File: src/rtl/fabric_instr_loader_pkg.sv
// Shared types and width helpers for the fabric instruction loader.
// Timeout watchdog is enabled by defining FABRIC_INSTR_LOADER_TIMEOUT_EN.
package fabric_instr_loader_pkg;

   typedef enum logic [2:0] {
      StIdle,
      StLoad,
      StCall,
      StWait,
      StFin
   } loader_state_e;

   // Index width that never collapses to zero bits.
   function automatic int unsigned clog2_min1(input int unsigned n);
      return (n <= 2) ? 1 : $clog2(n);
   endfunction

   localparam int unsigned DefRows  = 2;
   localparam int unsigned DefDataW = 32;
   localparam int unsigned DefAddrW = 4;
   localparam int unsigned DefHopsW = 4;
   localparam int unsigned DefRowW  = clog2_min1(DefRows);

   typedef struct packed {
      logic [DefRowW-1:0]  row;
      logic [DefHopsW-1:0] hops;
      logic [DefAddrW-1:0] addr;
      logic [DefDataW-1:0] data;
      logic                last;
   } instr_beat_t;

endpackage

File: src/rtl/fabric_instr_loader_ret_watch.sv
// Post-call ret monitor: guard window, masked ret compare and optional WAIT timeout.
// Timeout counter present only when FABRIC_INSTR_LOADER_TIMEOUT_EN is defined.
module fabric_instr_loader_ret_watch
   import fabric_instr_loader_pkg::*;
#(
   parameter int unsigned ROWS           = 2,
   parameter int unsigned CALL_GUARD     = 2,
   parameter int unsigned TIMEOUT_CYCLES = 4096
) (
   input  logic            clk_i,
   input  logic            rst_i,
   input  logic            wait_i,
   input  logic [ROWS-1:0] mask_i,
   input  logic [ROWS-1:0] ret_i,
   output logic            ret_ok_o,
   output logic            timeout_o
);

   localparam int unsigned GuardW = clog2_min1(CALL_GUARD + 1);

   logic [GuardW-1:0] guard_q, guard_d;
   logic              guard_done;

   // Counter saturates at CALL_GUARD; ret is only trusted once it gets there.
   assign guard_done = (32'(guard_q) >= CALL_GUARD);

   always_comb begin
      guard_d = '0;
      if (wait_i) begin
         guard_d = guard_done ? guard_q : guard_q + 1'b1;
      end
   end

   always_ff @(posedge clk_i) begin
      if (rst_i) begin
         guard_q <= '0;
      end else begin
         guard_q <= guard_d;
      end
   end

   assign ret_ok_o = wait_i && guard_done && ((ret_i & mask_i) == mask_i);

`ifdef FABRIC_INSTR_LOADER_TIMEOUT_EN
   localparam int unsigned TmoW = clog2_min1(TIMEOUT_CYCLES);

   logic [TmoW-1:0] tmo_q, tmo_d;

   always_comb begin
      tmo_d = '0;
      if (wait_i) begin
         tmo_d = tmo_q + 1'b1;
      end
   end

   always_ff @(posedge clk_i) begin
      if (rst_i) begin
         tmo_q <= '0;
      end else begin
         tmo_q <= tmo_d;
      end
   end

   // Fires in the last permitted WAIT cycle so FIN lands exactly TIMEOUT_CYCLES after entry.
   assign timeout_o = wait_i && (32'(tmo_q) == TIMEOUT_CYCLES - 1);
`else
   logic unused_timeout_cfg;
   assign unused_timeout_cfg = ^TIMEOUT_CYCLES;
   assign timeout_o          = 1'b0;
`endif

endmodule

File: src/rtl/fabric_instr_loader.sv
// Host-to-fabric instruction loader: steers beats onto row buses, calls rows, awaits ret.
// Optional WAIT timeout via FABRIC_INSTR_LOADER_TIMEOUT_EN.
module fabric_instr_loader
   import fabric_instr_loader_pkg::*;
#(
   parameter int unsigned ROWS             = 2,
   parameter int unsigned INSTR_DATA_WIDTH = 32,
   parameter int unsigned INSTR_ADDR_WIDTH = 4,
   parameter int unsigned INSTR_HOPS_WIDTH = 4,
   parameter int unsigned CALL_GUARD       = 2,
   parameter int unsigned TIMEOUT_CYCLES   = 4096,
   localparam int unsigned RowW            = clog2_min1(ROWS)
) (
   input  logic                                   clk,
   input  logic                                   rst,
   input  logic                                   start,
   input  logic [ROWS-1:0]                        row_mask,
   input  logic                                   s_valid,
   output logic                                   s_ready,
   input  logic [RowW-1:0]                        s_row,
   input  logic [INSTR_HOPS_WIDTH-1:0]            s_hops,
   input  logic [INSTR_ADDR_WIDTH-1:0]            s_addr,
   input  logic [INSTR_DATA_WIDTH-1:0]            s_data,
   input  logic                                   s_last,
   output logic [ROWS-1:0][INSTR_DATA_WIDTH-1:0]  instr_data_out,
   output logic [ROWS-1:0][INSTR_ADDR_WIDTH-1:0]  instr_addr_out,
   output logic [ROWS-1:0][INSTR_HOPS_WIDTH-1:0]  instr_hops_out,
   output logic [ROWS-1:0]                        instr_en_out,
   output logic [ROWS-1:0]                        call_out,
   input  logic [ROWS-1:0]                        ret_in,
   output logic                                   busy,
   output logic                                   done,
   output logic                                   error
);

   loader_state_e state_q, state_d;

   logic [ROWS-1:0]                       mask_q, mask_d;
   logic [ROWS-1:0]                       en_q, en_d;
   logic [ROWS-1:0]                       call_q, call_d;
   logic                                  error_q, error_d;
   logic [ROWS-1:0][INSTR_DATA_WIDTH-1:0] data_q, data_d;
   logic [ROWS-1:0][INSTR_ADDR_WIDTH-1:0] addr_q, addr_d;
   logic [ROWS-1:0][INSTR_HOPS_WIDTH-1:0] hops_q, hops_d;

   logic accept, row_ok, ret_ok, timeout;

   assign accept = (state_q == StLoad) && s_valid;
   assign row_ok = (32'(s_row) < ROWS);

   fabric_instr_loader_ret_watch #(
      .ROWS           (ROWS),
      .CALL_GUARD     (CALL_GUARD),
      .TIMEOUT_CYCLES (TIMEOUT_CYCLES)
   ) u_ret_watch (
      .clk_i     (clk),
      .rst_i     (rst),
      .wait_i    (state_q == StWait),
      .mask_i    (mask_q),
      .ret_i     (ret_in),
      .ret_ok_o  (ret_ok),
      .timeout_o (timeout)
   );

   always_comb begin
      state_d = state_q;
      s_ready = 1'b0;
      busy    = (state_q != StIdle);
      done    = 1'b0;
      case (state_q)
         StIdle: begin
            if (start) state_d = StLoad;
         end
         StLoad: begin
            s_ready = 1'b1;
            // An empty mask skips the call entirely.
            if (s_valid && s_last) state_d = (mask_q == '0) ? StFin : StCall;
         end
         StCall: state_d = StWait;
         StWait: begin
            if (ret_ok || timeout) state_d = StFin;
         end
         StFin: begin
            done    = 1'b1;
            state_d = StIdle;
         end
         default: state_d = StIdle;
      endcase
   end

   always_comb begin
      mask_d  = mask_q;
      error_d = error_q;
      en_d    = '0;
      data_d  = data_q;
      addr_d  = addr_q;
      hops_d  = hops_q;
      // call_out lags the CALL state so it follows the final instr_en cycle.
      call_d  = (state_q == StCall) ? mask_q : '0;

      if (state_q == StIdle && start) begin
         mask_d  = row_mask;
         error_d = 1'b0;
      end

      if (accept) begin
         if (row_ok) begin
            en_d[s_row]   = 1'b1;
            data_d[s_row] = s_data;
            addr_d[s_row] = s_addr;
            hops_d[s_row] = s_hops;
         end else begin
            error_d = 1'b1;
         end
      end

      if (state_q == StWait && timeout && !ret_ok) error_d = 1'b1;
   end

   always_ff @(posedge clk) begin
      if (rst) begin
         state_q <= StIdle;
         mask_q  <= '0;
         en_q    <= '0;
         call_q  <= '0;
         error_q <= 1'b0;
         data_q  <= '0;
         addr_q  <= '0;
         hops_q  <= '0;
      end else begin
         state_q <= state_d;
         mask_q  <= mask_d;
         en_q    <= en_d;
         call_q  <= call_d;
         error_q <= error_d;
         data_q  <= data_d;
         addr_q  <= addr_d;
         hops_q  <= hops_d;
      end
   end

   assign instr_en_out   = en_q;
   assign instr_data_out = data_q;
   assign instr_addr_out = addr_q;
   assign instr_hops_out = hops_q;
   assign call_out       = call_q;
   assign error          = error_q;

endmodule

File: config.mk
export PLATFORM = sky130hd
export DESIGN_NAME = fabric_instr_loader
export DESIGN_NICKNAME = d
export VERILOG_FILES = /design/src/rtl/fabric_instr_loader_pkg.sv /design/src/rtl/fabric_instr_loader_ret_watch.sv /design/src/rtl/fabric_instr_loader.sv
export SDC_FILE = /design/constraint.sdc
export NUM_CORES = 1
export LEC_CHECK = 0
export CAP_MARGIN = 20
export CORE_MARGIN = 5
export CORE_UTILIZATION = 48
export CTS_CLUSTER_DIAMETER = 150
export DETAILED_ROUTE_END_ITERATION = 10
export GPL_TIMING_DRIVEN = 0
export MAX_ROUTING_LAYER = met4
export PLACE_DENSITY = 0.9
export SYNTH_ARGS = -nofsm -noshare
export SYNTH_HDL_FRONTEND = slang
export SYNTH_SLANG_ARGS = --single-unit
File: constraint.sdc
create_clock -name clk -period 3.3 [get_ports clk]
set_input_delay 0.66 -clock clk [delete_from_list [all_inputs] [get_ports clk]]
set_output_delay 0.66 -clock clk [all_outputs]
set_load 0.01 [all_outputs]
-- Word level (Yosys, flattened, before mapping)
Cells that the tools add are included.
- add/sub/neg operators: 1
- multipliers: 0
- divide/modulo/power cells: 0
- magnitude comparators: 3
- eq/ne operators: 8
- shift-type cells: 0
- multiplexer cells: 16
- bitwise gates (word level): 4
- reduce and logical (&&, ||, !) cells: 13
- operators with widths (cell ; count):
    $bwmux 64 ; 1
    $demux 32 s1 ; 1
    $mux 32 ; 1
    $bwmux 8 ; 2
    $mux 3 ; 4
    $pmux 3 s4 ; 1
    $eq 3x2->1 const B ; 2
    $logic_and 1x1->1 ; 6
    $reduce_or 2->1 ; 3
    $demux 4 s1 ; 1
    $mux 4 ; 1
    $ne 2x2->1 const B ; 2
    $eq 3x1->1 const B ; 1
    $eq 3x3->1 const B ; 1
    $logic_not 3->1 ; 1
    $mux 1 ; 3
    $not 1->1 ; 3
    $reduce_and 3->1 ; 1
    $reduce_bool 3->1 ; 1
    $add 2x1->2 const B ; 1
    $and 2x2->2 ; 1
    $eq 2x2->1 ; 1
    $ge 2x2->1 const B ; 1
    $logic_not 2->1 ; 1
    other kinds (4) ; 4
- register bits after elaboration: 91
- bits in latches: 0
- RAM bits: 0
- bits in read-only memories: 0
- output and inout port bits: 88
- logic and storage cells: 56
- memories: 0

-- Longest topological paths before layout
Gate-level depths: netlist of the first run.
- depth after elaboration: 5
- mapped depth: 5

-- Cells and area by module
From an unflattened synthesis of the first run, not the netlist that was laid out.
- cells, all modules: 369
- area total of the unflattened synthesis: 3688.5 µm²
- by module, submodules not included (module ; times used ; cells each ; area each (µm²) ; seq. area each (µm²)):
    fabric_instr_loader ; 1 ; 353 ; 3562.2 ; 1801.7
    fabric_instr_loader_ret_watch ; 1 ; 16 ; 126.4 ; 40.0

-- Worst setup path after synthesis of the first run
No wires, ideal clock.
- path kind: register -> output
- start point: reg state_q[0]
- end point: out s_ready
- data arrival time: 973 ps
- path slack: 1667 ps
- cell stages (with the launch flop): 3
- buffers on the path: 1
- cell sequence: dfxtp_1 > clkbuf_1 > nor3b_1
- longest elaborated chain between the ends: 2
- RTL lines (what ; line ; RTL):
    start: declaration ; fabric_instr_loader.sv:36 ; loader_state_e state_q, state_d;
    start signal: assignment ; fabric_instr_loader.sv:122 ; state_q <= StIdle;
    start signal: assignment ; fabric_instr_loader.sv:131 ; state_q <= state_d;
    $eq 3x1->1 ; fabric_instr_loader.sv:70 ; case (state_q)
    $mux 1 ; fabric_instr_loader.sv:70 ;
    end: declaration ; fabric_instr_loader.sv:19 ; output logic s_ready,
Every way passes these cells.

-- Worst setup path in the final report of the first run
Same ends and word-level chain as after synthesis.

==> out/metrics.cfg, run 1 <==
[outcome]
status=completed

[synthesis]
yosys.area.top_type=dfxtp_1
synth.distinct_cells=32
synth_warnings=0
synth_area_per_cell_sq_um=10.6
synth_top_area_frac=0.478
yosysSeqAreaShare=0.478
ys_ff_latch=91
synth.cell_area_sq_um=3810
synth_area_leaders=dfxtp_1 (48%), mux2i_1 (22%), nand2b_1 (20%), clkbuf_1 (1.4%), buf_8 (1.2%)
syn_nets=409
syn_inst=358

[sta]
fin_skew_ps=8.22
fmax_mhz=388
period_share=0.781
period_needed_ps=2580
fin_setup_tns_ps=0
finalHoldViolCount=0
tightest_slew_ps=568
setup_violations=0
rsz0062_at_grt=false
slew_violations=0
relSlewSlack=0.616
whs_ps=477
fin_ws_ps=722

[die]
boundaryPins=138
die_y_um=99.1
dieArea_sq_um=9820
core_area_sq_um=7730
die_w_um=99.1
rows=32
start_util=0.493

[worst_setup_path]
arrival_ps=1920
critPathLaunch=state_q[0]
r2r_start=u_ret_watch.guard_q[1]
crit_path_end_kind=output pin
worstPathMaxFanout=10
crit_required_ps=2640
critical_path_class=flip-flop to output pin
start_kind=flip-flop

[final_layout]
drive_gt1_frac=0.0589
fin_util=0.714
fin_nets=555
num-fill-cells=559
synthToLayoutAreaGrowth_pct=44.7
multi_input_area_sq_um=1830
diodes=0
seq_area_sq_um=1820

[power]
ir_drop_v=0.000306
cellLeakagePower_nw=2.19
total_power_w=0.00229
power_density_nw_per_um2=415

[detailed_routing]
wl_per_cell_um=15.9
detail_route.vias_per_cell=4.87
drc_errors=0
wl_mm=9.69
vias=2978
drt_iter0_drc=85
first_pass_iters=4
ant_nets=0

[clocking]
insertion_delay_ps=350
cts_max_path_buffers=2
cts_max_level=3
cts_hold_buf=0
cts_root_buffer=clkbuf_8
cts_buffers=9
cts_post_setup_buffers_inserted=0
cts_tree=yes
clock_sinks=91
clk_pin_slew_ps=90
cts.repair.resized=0

[global_route]
antenna_found_initial=0
grt_pass1_vias=3284
grt_max_degree=16
grt.total_usage=0.207
grt_pass1_wl_mm=15.9
overflow=0

[min_path]
hold_path.class=flip-flop to flip-flop
min-delay-start=instr_data_out[43]

[place]
dp_slack_ps=1100
globalplace.congestion=0.823
port_buffers=135
dp_hpwl_mm=7.29

[run]
drv_cap=0

## layout make-up
type | count | area share
Timing Repair Buffer | 135 | 0.245
Sequential cell | 91 | 0.330
Clock buffer | 11 | 0.0256
Inverter | 1 | 0.000680
Tap cell | 102 | 0.0231
Buffer | 26 | 0.0293
Multi-Input combinational cell | 240 | 0.331
Clock inverter | 5 | 0.0154
## power by group
part,total (W),internal [W],switching [W],leakage (nW)
sequential,0.00115,0.00113,0.0000196,0.737
combinational,0.000293,0.000175,0.000117,1.34
clock,0.000849,0.000452,0.000397,0.110
## worst paths after layout
check                       endpoint  slack (ps)  cells after the start
setup / recovery             s_ready         720                      3
hold reg to reg   instr_data_out[43]         480                      2
setup reg to reg          state_q[1]        1790                      4
hold / removal    instr_data_out[43]         480                      2
## placed cells by master, fill, tap and decap left out, types with 4 or more instances in the layout
cell type          n
nand2b_1         121
dfxtp_1           91
mux2i_1           82
clkdlybuf4s50_1  135
nor3b_1            4
nor2_1            10
buf_4              5
clkbuf_1          15
clkbuf_8          10
## layer usage
metal / routed length, um / up-vias / GRT usage
met4: 109 / 0 / 0.0599
li1: - / 1468 / -
met5: 0 / - / -
met2: 4650 / 99 / 0.342
met1: 4140 / 1396 / 0.240
met3: 798 / 15 / 0.0680
## cells in the mapped netlist, drive strengths merged
cell type,count
a21o,1
a21oi,1
a22oi,1
and2,1
and4bb,1
buf,12
clkbuf,14
conb,1
dfxtp,91
ha,1
inv,1
mux2i,82
nand2,2
nand2b,121
nand3,1
nand4,1
nand4b,1
nor2,10
nor2b,3
nor3,1
nor3b,4
nor4b,2
o2111a,1
o21a,1
o311ai,1
or3,1
xnor2,1
## metrics by stage
step	instances	cell area [sq um]
2_1_floorplan	358	3810
3_3_place_gp	595	5290
3_5_place_dp	595	5290
4_1_cts	611	5520
5_1_grt	611	5520
6_report	611	5520
## critical path, cell delays in order, from the launching register on
cell and delay (ps):
dfxtp_1 410, clkbuf_1 350, nor3b_1 250, clkdlybuf4s50_1 570
## state kept, by name, summed over array words and instances (netlist names)
register             cells
state_q                  3
u_ret_watch.guard_q      2
instr_hops_out           8
instr_en_out             2
instr_addr_out           8
mask_q                   2
call_out                 2
instr_data_out          64
## logic make-up after synthesis
family	Yosys count	share of synthesized area
buffers and inverters	27	0.0433
muxes	82	0.215
adders and majority gates	1	0.00328
and+or+nand+nor	149	0.245
AOI/OAI and AO/OA	6	0.0125
xor gates and xnor gates	1	0.00230
DFF	91	0.478
other	1	0.000984
(Power assumes the default switching activity.)
==> run 2, diff against run 1 <==
CORE_UTILIZATION = 45   (was 48)
PLACE_DENSITY = 0.86   (was 0.9)
clock period = 2.5 ns   (was 3.3 ns; I/O delays follow)
==> out/metrics.cfg, run 2 (synthesis results as in run 1) <==
[final_layout]
largest_register_ffs=64
fin_nets=555
drive_gt1_frac=0.0609
fin_util=0.671
layout_commonest_cell=clkdlybuf4s50_1
diodes=0
num-fill-cells=646
synthToLayoutAreaGrowth_pct=44.6
multi_input_area_sq_um=1830
seq_area_sq_um=1820
mostFrequentLayoutCells=clkdlybuf4s50_1 (135), nand2b_1 (121), dfxtp_1 (91), mux2i_1 (82), clkbuf_1 (14)

[global_route]
grt_max_degree=16
grt.total_usage=0.194
grt_pass1_wl_mm=15.6
overflow=0
grt_pass1_vias=3268
antenna_found_initial=0

[die]
start_util=0.464
boundaryPins=138
die_y_um=102
dieArea_sq_um=10400
rows=33
die_w_um=102
core_area_sq_um=8220

[place]
dp_slack_ps=454
dp_hpwl_mm=7.35
port_buffers=135
globalplace.congestion=0.815

[power]
p_int_w=0.00229
power_frac_seq=0.509
p_sw_frac=0.232
ir_drop_v=0.000290
switching_power_w=0.000692
total_power_w=0.00298
combPwrFrac=0.130
clkPwrFrac=0.361
power_density_nw_per_um2=541
cellLeakagePower_nw=2.19

[detailed_routing]
ant_nets=0
vias=2985
detail_route.vias_per_cell=4.86
first_pass_iters=4
drt_iter0_drc=94
drc_errors=0
wl_mm=9.65
wl_per_cell_um=15.7

[outcome]
status=completed

[worst_setup_path]
rrSetupSlack_ps=1030
critical_path_class=flip-flop to output pin
r2r_start=state_q[2]
r2r_end=instr_addr_out[3]
crit_required_ps=2000
start_kind=flip-flop
arrival_ps=1780
worstPathMaxFanout=10
r2r_cells=5
crit_path_end_kind=output pin

[clocking]
cts_tree=yes
cts_root_buffer=clkbuf_8
clock_sinks=91
cts_hold_buf=0
cts_post_setup_buffers_inserted=0
cts_max_path_buffers=2
cts.repair.resized=0
cts_buffers=9
clk_pin_slew_ps=90
insertion_delay_ps=350
cts_max_level=3

[sta]
setup_violations=0
period_share=0.912
finalHoldViolCount=0
slew_violations=0
period_needed_ps=2280
fin_ws_ps=221
tightest_slew_ps=565
fin_skew_ps=12.3
rsz0062_at_grt=false
fmax_mhz=439
relSlewSlack=0.618
fin_setup_tns_ps=0

[min_path]
hold_path.class=flip-flop to flip-flop
min-delay-start=instr_data_out[57]
min_to=instr_data_out[57]
holdPathStages=2

[run]
drv_cap=0

## run 2: changes by cell type in the layout (fill, tap and decap cells not counted), sizes merged
cell and delta:
clkbuf -1, clkinv +2, inv -1
## run 2: power by group through the flow
stage                     clock (W)  sequential (W)  combinational [W]
final                       0.00108         0.00152           0.000387
after global routing        0.00116         0.00152           0.000417
after CTS                   0.00110         0.00152           0.000392
after detailed placement          0         0.00155           0.000389
after global placement            0         0.00155           0.000382
after floorplan                   0         0.00156           0.000168
## run 2: layout make-up
class,count,area share
multi-input cells,240,0.331
plain buffers,26,0.0295
inverters,1,0.000681
well taps,105,0.0238
flip-flops and latches,91,0.330
repair buffers,135,0.245
clock inverters,6,0.0163
clock buffers,10,0.0231
## run 2: metrics by stage
step                cells  hold slack [ps]  area (sq um)
floorplan             358              466          3810
global placement      598              458          5300
detailed placement    598              463          5300
CTS                   614              481          5510
global route          614              501          5510
finish                614              477          5510
## run 2: worst max path at each step
| stage | from | end | slack, ps | depth (start not counted) |
|---|---|---|---|---|
| CTS | state_q[0] | s_ready | 100 | 3 |
| detailed placement | s_valid | instr_data_out[20] | 450 | 6 |
| global placement | s_valid | instr_data_out[27] | 490 | 6 |
| floorplan | state_q[0] | s_ready | 1030 | 2 |
| finish | state_q[0] | busy | 220 | 3 |
| global route | state_q[0] | s_ready | 120 | 3 |
## run 2: worst max-delay path: stages (launching register included)
cell	delay, ps
dfxtp_1	360
clkbuf_2	200
or3_1	400
clkdlybuf4s50_1	490
## run 2: routing by layer
metal | GRT usage | share of wire
met2 | 0.322 | 0.48
met3 | 0.0567 | 0.084
met5 | - | 0
met1 | 0.230 | 0.43
met4 | 0.0555 | 0.0081
==> run 3, diff against run 2 <==
SETUP_SLACK_MARGIN = 0.5   (was not set)
==> out/metrics.cfg, run 3 (synthesis results as in run 1) <==
[sta]
period_needed_ps=1880
fin_ws_ps=618
fin_setup_tns_ps=0
relSlewSlack=0.619
period_share=0.753
fmax_mhz=531
setup_violations=0
finalHoldViolCount=0
rsz0062_at_grt=false
tightest_slew_ps=564
slew_violations=0
fin_skew_ps=12.0

[power]
power_density_nw_per_um2=540
ir_drop_v=0.000290
power_frac_seq=0.509
cellLeakagePower_nw=2.20
p_sw_frac=0.232
clkPwrFrac=0.361
combPwrFrac=0.129
switching_power_w=0.000691
p_int_w=0.00229

[detailed_routing]
detailroute.wirelength.met3_um=817
first_pass_iters=4
met2_length_mm=4.60
vias=2951
wl_mm=9.65
drt-met1-wl_mm=4.15
wl_per_cell_um=15.7
detail_route.vias_per_cell=4.81
drt_iter0_drc=80
drc_errors=0
ant_nets=0
top_layer_used=met4

[worst_setup_path]
path_cells=clkbuf_8 -> or3_1 -> buf_2
r2r_cells=5
critical_path_class=flip-flop to output pin
arrival_ps=1380
start_kind=flip-flop
crit_required_ps=2000
critPathSlowestCell=dfxtp_4
worstPathMaxFanout=10
critPathLaunch=state_q[0]
r2r_start=state_q[2]
crit_path_end_kind=output pin
rrSetupSlack_ps=1030
r2r_end=instr_addr_out[3]
slowest_delay_ps=370

[clocking]
clk_pin_slew_ps=90
cts_max_path_buffers=2
cts_max_level=3
cts_tree=yes
cts_hold_buf=0
cts_buffers=9
cts_root_buffer=clkbuf_8
clock_sinks=91
insertion_delay_ps=350

[run]
drv_cap=0

[die]
core_area_sq_um=8220
die_w_um=102
boundaryPins=138
rows=33
start_util=0.464
dieArea_sq_um=10400
die_y_um=102

[final_layout]
final_cell_area_sq_um=5520
mostFrequentLayoutCells=clkdlybuf4s50_1 (132), nand2b_1 (121), dfxtp_1 (90), mux2i_1 (82), clkbuf_1 (14)
synthToLayoutAreaGrowth_pct=44.8
layout_commonest_cell=clkdlybuf4s50_1
drive_gt1_frac=0.0648
largest_register_ffs=64
fin_nets=555
diodes=0
num-fill-cells=646

[global_route]
overflow=0
grt_max_degree=16
grt_pass1_vias=3279
grt_pass1_wl_mm=15.6
antenna_found_initial=0
grt.total_usage=0.195

[min_path]
min-delay-start=instr_data_out[57]
min_to=instr_data_out[57]
hold_path.class=flip-flop to flip-flop
holdPathStages=2

[outcome]
status=completed

[place]
dpl_cell_area_sq_um=5300
globalplace.congestion=0.815
dp_hpwl_mm=7.35
dp_slack_ps=454
port_buffers=135

run 3: cell count changes in the layout (fill, tap and decap cells not counted), sizes merged:
cell	delta
buf	+1
clkdlybuf4s50	-3
dlygate4sd2	+2
run 3: worst max-delay path by stage:
stage | endpoint | slack, ps | depth (start not counted)
after detailed placement | instr_data_out[20] | 450 | 6
after global placement | instr_data_out[27] | 490 | 6
after global routing | busy | 570 | 3
after floorplan | s_ready | 1030 | 2
after CTS | busy | 520 | 3
final | busy | 620 | 3
run 3: power groups by stage:
stage	sequential, W	clock (W)	combinational (W)
2_1_floorplan	0.00156	0	0.000168
3_3_place_gp	0.00155	0	0.000382
3_5_place_dp	0.00155	0	0.000389
4_1_cts	0.00152	0.00110	0.000392
5_1_grt	0.00152	0.00116	0.000416
6_report	0.00152	0.00108	0.000386
run 3: cell type report:
cell class,count,area [sq um],area share
Clock inverter,6,90.1,0.0163
Timing Repair Buffer,135,1340,0.243
Clock buffer,10,128,0.0231
Sequential cell,91,1830,0.331
Buffer,26,171,0.0311
Tap cell,105,131,0.0238
Inverter,1,3.75,0.000680
Multi-Input combinational cell,240,1830,0.331
run 3: timing repair:
action / CTS / global route
setup buffers: 0 / 0
endpoints found under the setup margin: 3 / 1
gates resized for setup: 9 / 2
run 3: through the flow:
| stage | total power (W) | instances | hold WS (ps) | util |
|---|---|---|---|---|
| 2_1_floorplan | 0.00173 | 358 | 466 | - |
| 6_report | 0.00298 | 614 | 477 | 0.672 |
| 5_1_grt | 0.00310 | 614 | 501 | 0.672 |
| 3_5_place_dp | 0.00194 | 598 | 463 | 0.644 |
| 3_3_place_gp | 0.00193 | 598 | 458 | 0.644 |
| 4_1_cts | 0.00301 | 614 | 481 | 0.672 |
run 3: critical path: cells and delay by family, from the launching register on:
kind	cells	cell delay (ps)
flops	1	370
buf+inv	2	310
simple gates	1	370
run 3: layer usage:
layer  up-vias  GRT usage
li1       1473          -
met1      1365      0.232
met2       105      0.322
met3         8     0.0567
met4         0     0.0555
met5         -          -
